**src/rtl/vga_patt_sel.sv**
```systemverilog
// vga_patt_sel: picks one of NUM_PATT pattern-generator colour channels for the
// VGA driver. The selection comes from debounced switches (manual mode) or
// from a frame counter (auto mode), and only changes at a frame boundary.
module vga_patt_sel #(
  parameter int   NUM_PATT    = 4,
  parameter int   RGB_W       = 3,
  parameter int   DEB_CYC     = 500000,
  parameter int   AUTO_FRAMES = 120,
  parameter logic VSYNC_POL   = 1'b0,
  localparam int  SEL_W       = (NUM_PATT > 2) ? $clog2(NUM_PATT) : 1
) (
  input  logic                      clk_i,
  input  logic                      reset_ni,
  input  logic [SEL_W-1:0]          sel_i,
  input  logic                      auto_i,
  input  logic                      vSync_i,
  input  logic [NUM_PATT*RGB_W-1:0] rgb_i,
  output logic [RGB_W-1:0]          rgb_o,
  output logic [SEL_W-1:0]          active_sel_o,
  output logic                      switch_o
);

  localparam int DEB_W = (DEB_CYC > 2) ? $clog2(DEB_CYC) : 1;
  localparam int FRM_W = (AUTO_FRAMES > 2) ? $clog2(AUTO_FRAMES) : 1;

  localparam logic [DEB_W-1:0] DEB_LAST   = DEB_W'(DEB_CYC - 1);
  localparam logic [FRM_W-1:0] FRM_LAST   = FRM_W'(AUTO_FRAMES - 1);
  localparam logic [SEL_W-1:0] SEL_LAST   = SEL_W'(NUM_PATT - 1);
  localparam logic [SEL_W:0]   NUM_PATT_C = (SEL_W + 1)'(NUM_PATT);

  // Debounce state: candidate, stability counter and accepted value per input.
  logic [SEL_W-1:0] r_sel_cand, r_sel_stable;
  logic [DEB_W-1:0] r_sel_cnt;
  logic             r_auto_cand, r_auto_stable;
  logic [DEB_W-1:0] r_auto_cnt;

  // Frame tracking and selection state.
  logic             r_vs_prev;
  logic             r_started;
  logic [FRM_W-1:0] r_frame_cnt;
  logic [SEL_W-1:0] r_active_sel;
  logic             r_switch;
  logic [RGB_W-1:0] r_rgb;

  logic             w_frame_start;
  logic [SEL_W-1:0] w_next_sel;
  logic [FRM_W-1:0] w_next_frame_cnt;
  logic [RGB_W-1:0] w_chan_rgb;

  // Debounce the select switches: restart the window whenever the raw value moves.
  always_ff @(posedge clk_i or negedge reset_ni) begin
    // NOTE: state registers use non-blocking assignments so every block sees
    // the pre-edge values; this is what lets a frame start in the same cycle as
    // a debounce update act on the old stable value.
    if (!reset_ni) begin
      r_sel_cand   <= '0;
      r_sel_cnt    <= '0;
      r_sel_stable <= '0;
    end else if (sel_i != r_sel_cand) begin
      r_sel_cand <= sel_i;
      r_sel_cnt  <= '0;
    end else if (r_sel_cnt == DEB_LAST) begin
      r_sel_stable <= r_sel_cand;
    end else begin
      r_sel_cnt <= r_sel_cnt + 1'b1;
    end
  end

  // Debounce the auto-mode switch the same way.
  always_ff @(posedge clk_i or negedge reset_ni) begin
    if (!reset_ni) begin
      r_auto_cand   <= 1'b0;
      r_auto_cnt    <= '0;
      r_auto_stable <= 1'b0;
    end else if (auto_i != r_auto_cand) begin
      r_auto_cand <= auto_i;
      r_auto_cnt  <= '0;
    end else if (r_auto_cnt == DEB_LAST) begin
      r_auto_stable <= r_auto_cand;
    end else begin
      r_auto_cnt <= r_auto_cnt + 1'b1;
    end
  end

  // Track the previous vSync level; r_started masks the first cycle out of
  // reset so an already-active vSync is not mistaken for a new frame.
  always_ff @(posedge clk_i or negedge reset_ni) begin
    if (!reset_ni) begin
      r_vs_prev <= ~VSYNC_POL;
      r_started <= 1'b0;
    end else begin
      r_vs_prev <= vSync_i;
      r_started <= 1'b1;
    end
  end

  assign w_frame_start = r_started && (r_vs_prev != VSYNC_POL) && (vSync_i == VSYNC_POL);

  // Next selection and frame count: manual load or auto advance, only at frame start.
  always_comb begin
    // NOTE: defaults first so every path assigns every output and no latch is inferred.
    w_next_sel       = r_active_sel;
    w_next_frame_cnt = r_frame_cnt;
    if (!r_auto_stable) begin
      w_next_frame_cnt = '0;
      if (w_frame_start && ({1'b0, r_sel_stable} < NUM_PATT_C)) begin
        w_next_sel = r_sel_stable;
      end
    end else if (w_frame_start) begin
      if (r_frame_cnt == FRM_LAST) begin
        w_next_frame_cnt = '0;
        w_next_sel       = (r_active_sel == SEL_LAST) ? '0 : r_active_sel + 1'b1;
      end else begin
        w_next_frame_cnt = r_frame_cnt + 1'b1;
      end
    end
  end

  // Register the selection and pulse switch_o only when the index actually changes.
  always_ff @(posedge clk_i or negedge reset_ni) begin
    if (!reset_ni) begin
      r_active_sel <= '0;
      r_frame_cnt  <= '0;
      r_switch     <= 1'b0;
    end else begin
      r_active_sel <= w_next_sel;
      r_frame_cnt  <= w_next_frame_cnt;
      r_switch     <= (w_next_sel != r_active_sel);
    end
  end

  // Channel mux driven by the registered index, which is always < NUM_PATT.
  always_comb begin
    w_chan_rgb = '0;
    for (int k = 0; k < NUM_PATT; k++) begin
      if (r_active_sel == SEL_W'(k)) begin
        w_chan_rgb = rgb_i[k*RGB_W +: RGB_W];
      end
    end
  end

  // Register the selected colour toward the driver.
  always_ff @(posedge clk_i or negedge reset_ni) begin
    if (!reset_ni) begin
      r_rgb <= '0;
    end else begin
      r_rgb <= w_chan_rgb;
    end
  end

  assign rgb_o        = r_rgb;
  assign active_sel_o = r_active_sel;
  assign switch_o     = r_switch;

endmodule

```
**config.mk**
```make
export PLATFORM = sky130hd
export DESIGN_NAME = vga_patt_sel
export DESIGN_NICKNAME = d
export VERILOG_FILES = /design/src/rtl/vga_patt_sel.sv
export SDC_FILE = /design/constraint.sdc
export NUM_CORES = 1
export LEC_CHECK = 0
export ABC_AREA = 1
export BUFFER_PORTS_ARGS = -buffer_cell sky130_fd_sc_hd__buf_2
export CAP_MARGIN = 20
export CORE_UTILIZATION = 58
export CTS_CLUSTER_SIZE = 20
export DETAILED_ROUTE_END_ITERATION = 12
export PLACE_DENSITY_LB_ADDON = 0.2
export RECOVER_POWER = 100
export SYNTH_ARGS = -nofsm -noshare
export SYNTH_HDL_FRONTEND = slang
export SYNTH_SLANG_ARGS = --single-unit
```
**constraint.sdc**
```tcl
create_clock -name clk_i -period 2.4 [get_ports clk_i]
set_clock_uncertainty 0.05 [all_clocks]
set_input_delay 0.36 -clock clk_i [delete_from_list [all_inputs] [get_ports clk_i]]
set_output_delay 0.36 -clock clk_i [all_outputs]
set_load 0.05 [all_outputs]
```
==> summary.txt <==
Clocking
  • CTS tree: built
  • Clk root buf: clkbuf_8
  • Clock-pin slew on the worst setup and hold paths: 0.07 ns
  • Maximum buffer depth of the clock tree: 2
  • CTS Buf Count: 9
  • Post-CTS sizing: 0
  • CTS sink count: 59
  • Clock latency on the worst-skew pair: 0.34 ns
  • CTS HTree Levels: 3

Timing
  • Fin. max-slew vios: 0
  • Final setup fails: 0
  • Slew headroom: 36.4%
  • Final setup margin: 0.466 ns
  • Crit path time final: 1.93 ns
  • Hold Vio Cnt, Final: 0
  • Worst-margin pin slew: 0.953 ns
  • Fin Setup TNS: 0 ns
  • Final worst path period share: 80.6%
  • RSZ-0062 raised after global routing: no
  • Max Freq: 517 MHz

Route
  • DRC errors left: 0
  • Initial drt markers: 190
  • Vias/cell: 5.31
  • Routed wire length: 6710 um
  • Vias: 2821
  • Post-route ant nets: 0
  • WL per Instance: 12.6 um
  • First drt pass iteration count: 5

Placement
  • Post-DP HPWL: 4860 um
  • Worst slack, placed: 0.674 ns
  • Placed Instances: 514
  • Gpl congestion: 0.850
  • Buffers on Ports: 23

Setup path
  • Worst Setup Start Kind: flop
  • CP Capture Type: flop
  • Critical Path AT: 2.16 ns
  • WP data required: 2.63 ns
  • Worst reg2reg setup slack: 0.47 ns
  • Reg2reg path depth: 8
  • Worst-path fanout max: 10
  • Critical path class: flop to flop

Yosys
  • Netlist Area Pre-Place: 3350 um2
  • Xor and xnor area share after synthesis: 2.62%
  • Leading area contributor after synthesis: dfrtp_1
  • Synthesis-stage register bit count: 59
  • Share of the synthesized area in the top cell type: 43.4%
  • Unique masters post-synth: 39
  • Post-synthesis sequential area ratio: 44.2%
  • Post-Syn Nets: 448
  • Largest family of logic cells by synthesized area: simple AND/OR/NAND/NOR gates
  • Yosys warns: 0
  • Complex-gate fraction of the synthesized area: 12.2%
  • Post-synthesis simple-gate area fraction: 30.6%
  • Adder-cell share of the synthesized area: 2.62%
  • Synthesized instance count: 423
  • Top post-synthesis cells by area: dfrtp_1 (43%), nand2_1 (7.9%), inv_1 (6.6%)
  • Mean post-synth cell area: 7.91 um2
  • Multiplexer area fraction after synthesis: 0%

GRT
  • Vias in the first global route: 2688
  • First-pass GRT wire length: 11500 um
  • Largest net degree at the start of global routing: 45
  • Total grt overflow: 0
  • Initial antenna violation count: 0
  • All-Layer GR Usage: 24.2%

Floorplan
  • Die ar.: 6080 um2
  • Io pins: 24
  • Core ar.: 5540 um2
  • Die width: 78.0 um
  • Row count: 27
  • Die Y: 78.0 um
  • Starting Density: 60.4%

Layout
  • ANT cells: 0
  • Nets: 479
  • Syn-to-layout area delta: 10.1%
  • Final Util: 66.5%
  • Layout cell share with drive strength beyond 1: 9.37%
  • Layout Cells excl Fill: 531

Power
  • Leakage: 1.67 nW
  • Pwr dens: 642 nW/um2
  • VDD IR-drop max: 517 uV

Status
  • Status: completed

Min path
  • Worst hold stages: 1
  • Hold/Removal Path Class: primary input to flop

Job
  • Max-Cap Viols: 0
==> timing repair <==
| item | CTS | global route |
|---|---|---|
| setup buffers | 0 | 0 |
| hold buffers | 1 | 0 |
| endpoints found under the hold margin | 15 | 0 |
==> worst max-delay path, stage by stage, from the launching register on <==
cell and delay, ns:
dfstp_2 0.52, nand2_1 0.04, nor2_1 0.46, inv_1 0.27
o21ai_0 0.27, nand3_1 0.10, nand2_1 0.07, inv_1 0.04
nand2_1 0.05
==> final timing paths <==
path,endpoint,startpoint
max,switch_o,r_vs_prev
min,r_vs_prev,vSync_i
max reg2reg,switch_o,r_vs_prev
min reg2reg,r_auto_cnt[17],r_auto_cnt[17]
max in group asynchronous,r_vs_prev,reset_ni
min in group asynchronous,r_frame_cnt[6],reset_ni
==> sequential cells by signal (all words and copies together), names as in the netlist <==
register       flops
r_auto_cnt        19
r_vs_prev          1
r_auto_cand        1
rgb_o              3
switch_o           1
r_sel_cnt         19
r_auto_stable      1
r_started          1
r_sel_stable       2
r_frame_cnt        7
active_sel_o       2
r_sel_cand         2
==> cells in the final DEF (no fill, tap or decap), types with 7 or more instances in the layout <==
master and count:
a21oi_1 34, buf_2 12, clkbuf_1 13, clkbuf_8 9, dfrtp_1 58, ha_1 7, inv_1 60, nand2_1 71
nand3_1 35, nand4_1 15, nor2_1 51, nor3_1 19, o21ai_0 25, xor2_1 9
==> kinds of logic after synthesis <==
family / Yosys count
and+or+nand+nor: 206
DFF: 59
buffers and inverters: 67
AOI/OAI and AO/OA: 73
adders and majority gates: 7
xor gates and xnor gates: 10
other: 1
==> metal layers <==
layer  GRT usage [%]  share of wire [%]
met2            39.4                 46
met1            30.2                 48
met5               0                  0
met3            6.71                4.3
met4            10.4                1.5
==> where the power goes <==
group          internal (mW)  leakage [nW]  switching, mW
registers               1.03         0.793         0.0304
clock network          0.582         0.103          0.405
logic                 0.0841         0.779          0.230
==> synthesized netlist by cell type, drive strengths merged <==
master  number
o211ai       1
a21oi       35
dfstp        1
a21o         3
o21a         1
clkbuf       3
nand2       74
nor2b        1
and3         1
o31ai        3
nor3        22
xor2         9
conb         1
inv         61
or2          2
buf          3
nand4       15
o22ai        2
xnor2        1
nand3b       1
nand3       36
o21ai       28
ha           7
nor2        54
dfrtp       58
==> through the flow <==
step / hold slack (ns) / total power [mW] / area [um2]
5_1_grt: 0.0542 / 2.46 / 3680
3_3_place_gp: 0.247 / 1.40 / 3550
2_1_floorplan: 0.0144 / 1.31 / 3350
6_report: 0.0635 / 2.37 / 3680
3_5_place_dp: 0.264 / 1.41 / 3550
4_1_cts: 0.0925 / 2.40 / 3770
==> area by class of cell <==
cell class	count	area, um2
clock buffers	11	131
clock inverters	5	77.6
fillers	486	1860
inverters	61	229
multi-input cells	297	1540
flip-flops and latches	59	1480
well taps	72	90.1
repair buffers	26	139
Note: power is estimated with default switching activity, not from simulation.
